## src/rtl/alu_seq_ctrl.sv

```systemverilog
// alu_seq_ctrl
//   Multi-cycle sequencer that performs a NIBBLES x 4-bit add, subtract, AND
//   or OR on an external combinational 4-bit ALU slice. It processes one
//   nibble per cycle, least-significant nibble first, and carries the carry
//   between nibbles in a register.
//
//   Optional feature: define ALU_SEQ_ZERO_FLAG_EN to add a registered
//   out_zero flag that reports whether the final result is zero.
//
// Ports
//   clk, rst_n              clock (rising edge), async active-low reset
//   in_valid/in_ready       operand handshake (accepted only in IDLE)
//   in_a, in_b              W-bit operands, W = 4*NIBBLES
//   in_op                   00 add, 01 sub (A-B), 10 AND, 11 OR
//   in_cin                  carry-in, used by add only
//   out_valid/out_ready     result handshake (valid only in DONE)
//   out_result, out_cout    result and final carry (sub: 1 = no borrow)
//   out_zero                out_result == 0 (ALU_SEQ_ZERO_FLAG_EN only)
//   alu_a, alu_b, alu_op,   inputs driven to the external slice, zero
//   alu_cin                 outside RUN
//   alu_result, alu_cout    combinational slice outputs
module alu_seq_ctrl #(
    parameter  int unsigned NIBBLES = 4,
    localparam int unsigned W       = 4 * NIBBLES
) (
    input  logic         clk,
    input  logic         rst_n,
    input  logic         in_valid,
    output logic         in_ready,
    input  logic [W-1:0] in_a,
    input  logic [W-1:0] in_b,
    input  logic [1:0]   in_op,
    input  logic         in_cin,
    output logic         out_valid,
    input  logic         out_ready,
    output logic [W-1:0] out_result,
    output logic         out_cout,
`ifdef ALU_SEQ_ZERO_FLAG_EN
    output logic         out_zero,
`endif
    output logic [3:0]   alu_a,
    output logic [3:0]   alu_b,
    output logic [1:0]   alu_op,
    output logic         alu_cin,
    input  logic [3:0]   alu_result,
    input  logic         alu_cout
);

    localparam int unsigned IDXW = $clog2(NIBBLES);
    localparam logic [IDXW-1:0] LAST_IDX = IDXW'(NIBBLES - 1);

    localparam logic [1:0] OP_ADD = 2'b00;
    localparam logic [1:0] OP_SUB = 2'b01;

    typedef enum logic [1:0] {
        ST_IDLE = 2'd0,
        ST_RUN  = 2'd1,
        ST_DONE = 2'd2
    } state_t;

    state_t          state_q,  state_d;
    logic [IDXW-1:0] idx_q,    idx_d;
    logic [W-1:0]    a_q,      a_d;
    logic [W-1:0]    b_q,      b_d;
    logic [1:0]      op_q,     op_d;
    logic            carry_q,  carry_d;
    logic [W-1:0]    result_q, result_d;

    // Bit offset of the current nibble inside the operand/result words.
    logic [IDXW+1:0] nib_base;
    logic            op_is_arith;
    logic            op_is_sub;

    assign nib_base    = {idx_q, 2'b00};
    assign op_is_arith = ~op_q[1];
    assign op_is_sub   = (op_q == OP_SUB);

    always_comb begin
        state_d   = state_q;
        idx_d     = idx_q;
        a_d       = a_q;
        b_d       = b_q;
        op_d      = op_q;
        carry_d   = carry_q;
        result_d  = result_q;
        in_ready  = 1'b0;
        out_valid = 1'b0;
        alu_a     = '0;
        alu_b     = '0;
        alu_op    = '0;
        alu_cin   = 1'b0;

        unique case (state_q)
            ST_IDLE: begin
                in_ready = 1'b1;
                if (in_valid) begin
                    a_d      = in_a;
                    b_d      = in_b;
                    op_d     = in_op;
                    idx_d    = '0;
                    // Sub seeds carry=1 so A + ~B + 1 forms the two's-complement difference.
                    carry_d  = (in_op == OP_ADD) ? in_cin : (in_op == OP_SUB);
                    result_d = '0;
                    state_d  = ST_RUN;
                end
            end

            ST_RUN: begin
                alu_a   = a_q[nib_base +: 4];
                alu_b   = op_is_sub ? ~b_q[nib_base +: 4] : b_q[nib_base +: 4];
                // Subtraction is issued to the slice as an add with inverted B.
                alu_op  = op_is_sub ? OP_ADD : op_q;
                alu_cin = op_is_arith & carry_q;

                result_d[nib_base +: 4] = alu_result;
                carry_d = op_is_arith & alu_cout;

                if (idx_q == LAST_IDX) begin
                    idx_d   = '0;
                    state_d = ST_DONE;
                end else begin
                    idx_d = idx_q + 1'b1;
                end
            end

            ST_DONE: begin
                out_valid = 1'b1;
                if (out_ready) begin
                    state_d = ST_IDLE;
                end
            end

            default: begin
                state_d = ST_IDLE;
            end
        endcase
    end

    always_ff @(posedge clk or negedge rst_n) begin
        if (!rst_n) begin
            state_q  <= ST_IDLE;
            idx_q    <= '0;
            a_q      <= '0;
            b_q      <= '0;
            op_q     <= '0;
            carry_q  <= 1'b0;
            result_q <= '0;
        end else begin
            state_q  <= state_d;
            idx_q    <= idx_d;
            a_q      <= a_d;
            b_q      <= b_d;
            op_q     <= op_d;
            carry_q  <= carry_d;
            result_q <= result_d;
        end
    end

    assign out_result = result_q;
    assign out_cout   = carry_q;

`ifdef ALU_SEQ_ZERO_FLAG_EN
    logic zero_q, zero_d;

    // Captured on the DONE entry edge from the fully assembled result.
    always_comb begin
        zero_d = zero_q;
        if (state_q == ST_RUN && idx_q == LAST_IDX) begin
            zero_d = (result_d == '0);
        end
    end

    always_ff @(posedge clk or negedge rst_n) begin
        if (!rst_n) begin
            zero_q <= 1'b0;
        end else begin
            zero_q <= zero_d;
        end
    end

    assign out_zero = zero_q;
`endif

endmodule

```

## config.mk

```make
export PLATFORM = sky130hd
export DESIGN_NAME = alu_seq_ctrl
export DESIGN_NICKNAME = d
export VERILOG_FILES = /design/src/rtl/alu_seq_ctrl.sv
export SDC_FILE = /design/constraint.sdc
export NUM_CORES = 1
export LEC_CHECK = 0
export CAP_MARGIN = 15
export CORE_AREA = 2 2 74 76
export DETAILED_ROUTE_END_ITERATION = 10
export DIE_AREA = 0 0 76 78
export PLACE_DENSITY = 0.83
export SKIP_LAST_GASP = 1
export SLEW_MARGIN = 20
export SYNTH_ARGS = -nofsm -noshare
export SYNTH_HDL_FRONTEND = slang
export SYNTH_SLANG_ARGS = --single-unit
```

## constraint.sdc

```tcl
create_clock -name clk -period 5.3 [get_ports clk]
set_input_delay 0.795 -clock clk [delete_from_list [all_inputs] [get_ports clk]]
set_output_delay 0.795 -clock clk [all_outputs]
set_load 0.005 [all_outputs]
```

==> flow_metrics.py <==
metrics = {
    "floorplanning": {
        "fp.dieH_um": 78,
        "design.die.area_um2": 5930,
        "core-area_um2": 5040,
        "rows": 26,
        "dieWidth_um": 76,
        "initial_core_util": 0.500,
        "ios": 74,
    },
    "synth": {
        "ys_top_cells_by_count": "dfrtp_1, mux2_2, a22o_1",
        "syn_area_per_cell_um2": 13.8,
        "synth_largest_area_cell": "dfrtp_1",
        "yosysMostFrequentCell": "dfrtp_1",
        "synth_flop_cell": "dfrtp_1",
        "synthArstFlopShare": 1.00,
        "ys_ff_latch": 55,
        "synth_seq_area_share": 0.546,
        "syn_nets": 233,
        "netlist_area_um2": 2520,
        "ys_warn_count": 0,
        "synth_edf_count": 0,
        "postSynthCellCount": 183,
        "yosysTopAreaCellShare": 0.546,
        "synth_cell_types": 26,
        "synthTopCellsByArea": "dfrtp_1, mux2_2, mux4_2",
    },
    "route": {
        "vias": 1675,
        "drt-total-wl_um": 4900,
        "post_drt_wl_per_cell_um": 15.1,
        "drc_errors": 0,
        "viasPerCell": 5.17,
        "drtIter0Drc": 94,
        "first_pass_iters": 4,
        "ant_nets": 0,
    },
    "critical_path": {
        "arrival_ns": 2.56,
        "worstPathRequired_ns": 4.51,
        "reg2reg_depth": 5,
        "rrSetupSlack_ns": 2.93,
        "worst-path-max-fanout": 17,
        "critical_path_buf_inv_count": 1,
        "path_class": "reg2out",
        "worstSetupPathDepth": 4,
        "r2r-start": "idx_q[0]$_DFFE_PN0P_",
        "endpoint_kind": "output port",
        "path_cells": "mux4_2, xnor2_1, nor2_1, clkdlybuf4s50_1",
        "critPathSlowestCell": "dfrtp_1",
        "rr_endpoint": "out_result[8]$_DFFE_PN0P_",
        "worstSetupStartpoint": "idx_q[0]$_DFFE_PN0P_",
        "worstSetupStartpointType": "flop",
        "cp_slowest_stage_delay_ns": 0.87,
        "critPathTopFamily": "flip-flops",
    },
    "hold_path": {
        "hold_class": "reg2reg",
        "holdPathStages": 1,
        "hold-path-endpoint": "b_q[14]$_DFFE_PN0P_",
        "holdCritStartpoint": "b_q[14]$_DFFE_PN0P_",
    },
    "clock_tree": {
        "cts_tree": "done",
        "cts.clk_slew.worst_paths_ns": 0.09,
        "cts_root_buffer": "clkbuf_8",
        "cts_num_sinks": 55,
        "post_cts.repair.setup_buffers": 0,
        "cts-buffers-inserted": 5,
        "max-clock-path-buffers": 2,
        "clkLatencyLatePin_ns": 0.30,
        "post_cts_resized": 0,
        "htree_levels": 2,
        "postCtsHoldBufs": 0,
    },
    "sta": {
        "skew_ns": 0.00192,
        "grt_setup_unrepaired": "no",
        "max_slew_margin": 0.471,
        "fmax_mhz": 298,
        "worstMarginPinSlew_ns": 0.794,
        "setup_viol": 0,
        "final_hold_viol_count": 0,
        "fin_crit_ns": 3.36,
        "whs_ns": 0.508,
        "setup_tns_ns": 0,
        "finalMaxSlewViolations": 0,
        "fin_crit_sh": 0.634,
    },
    "flow_run": {
        "cap_violations": 0,
    },
    "pwr": {
        "ir_worst_vdd_uv": 271,
        "power_density_nw_per_um2": 553,
        "leakagePower_nw": 1.43,
    },
    "grt": {
        "grt_pass1_wl_um": 8290,
        "grt_usage": 0.178,
        "grt_max_degree": 56,
        "antenna_found_initial": 0,
        "grt_overflow_total": 0,
        "grt_pass1_vias": 1723,
    },
    "placed_design": {
        "place_area_um2": 3280,
        "port_buffers": 73,
        "hpwl_um": 3490,
        "place.gp.congestion": 0.756,
    },
    "status": {
        "status": "finished, final reports clean",
    },
    "cells_and_area": {
        "finalNetCount": 303,
        "syn2layout_area_growth_pct": 33.5,
        "n_antenna_cell": 0,
        "stdcell_area_um2": 3360,
        "drive_gt1_frac": 0.205,
        "final_util": 0.667,
    },
}
registers in the layout (all words and copies together), names as in the netlist:
name        count
out_result     16
out_cout        1
idx_q           2
a_q            16
b_q            16
state_q         2
op_q            2
layout by cell type, fill, tap and decap left out, types with 2 or more instances in the layout:
cell type / instances
clkdlybuf4s50_1: 72
a22o_1: 17
clkbuf_8: 5
mux2_2: 34
nand2b_1: 3
nor2_1: 7
xnor2_1: 4
a21o_1: 4
nor4_1: 3
nand3_1: 2
and3_1: 2
inv_1: 5
o21ai_0: 2
ha_1: 6
dfrtp_1: 55
and2_1: 4
nor2b_1: 3
nand2_1: 7
mux4_2: 8
worst max path at each step:
| stage | endpoint | slack (ns) |
|---|---|---|
| after detailed placement | alu_b[3] | 2.26 |
| after floorplan | alu_a[0] | 3.05 |
| after global routing | alu_b[2] | 1.75 |
| final | alu_b[3] | 1.94 |
| after CTS | alu_b[3] | 1.90 |
| after global placement | alu_b[2] | 2.27 |
power by group:
part	switching (W)	leakage, nW	total [W]	internal [W]
clock	0.000132	0.0412	0.000224	0.0000927
combinational	0.000311	0.705	0.000878	0.000568
sequential	0.000150	0.682	0.000756	0.000606
through the flow:
stage / instances / total power (W) / setup slack, ns
after CTS: 324 / 0.00188 / 1.90
after global placement: 316 / 0.00162 / 2.27
after global routing: 324 / 0.00199 / 1.75
after detailed placement: 316 / 0.00165 / 2.26
after floorplan: 183 / 0.00129 / 3.05
final: 324 / 0.00186 / 1.94
cells by family after synthesis:
| family | Yosys count | synth area share |
|---|---|---|
| AOI/OAI and AO/OA | 26 | 0.0824 |
| xor gates and xnor gates | 4 | 0.0139 |
| adders and majority gates | 6 | 0.0298 |
| buffers and inverters | 16 | 0.0318 |
| DFF | 55 | 0.546 |
| muxes | 42 | 0.223 |
| and+or+nand+nor | 34 | 0.0725 |
routing by layer:
layer / up-vias / GRT usage / share of wire
met5: - / 0 / 0
met2: 62 / 0.293 / 0.48
met1: 805 / 0.237 / 0.45
met3: 9 / 0.0419 / 0.055
li1: 799 / - / -
met4: 0 / 0.0545 / 0.015
area by class of cell:
| class | count | area (um^2) |
|---|---|---|
| tap | 70 | 87.6 |
| clock buffer | 6 | 72.6 |
| sequential | 55 | 1380 |
| timing repair buffer | 74 | 733 |
| multi-input combinational | 112 | 1060 |
| clock inverter | 2 | 12.5 |
| fill | 387 | 1680 |
| inverter | 5 | 18.8 |
Note: power is estimated with default switching activity, not from simulation.
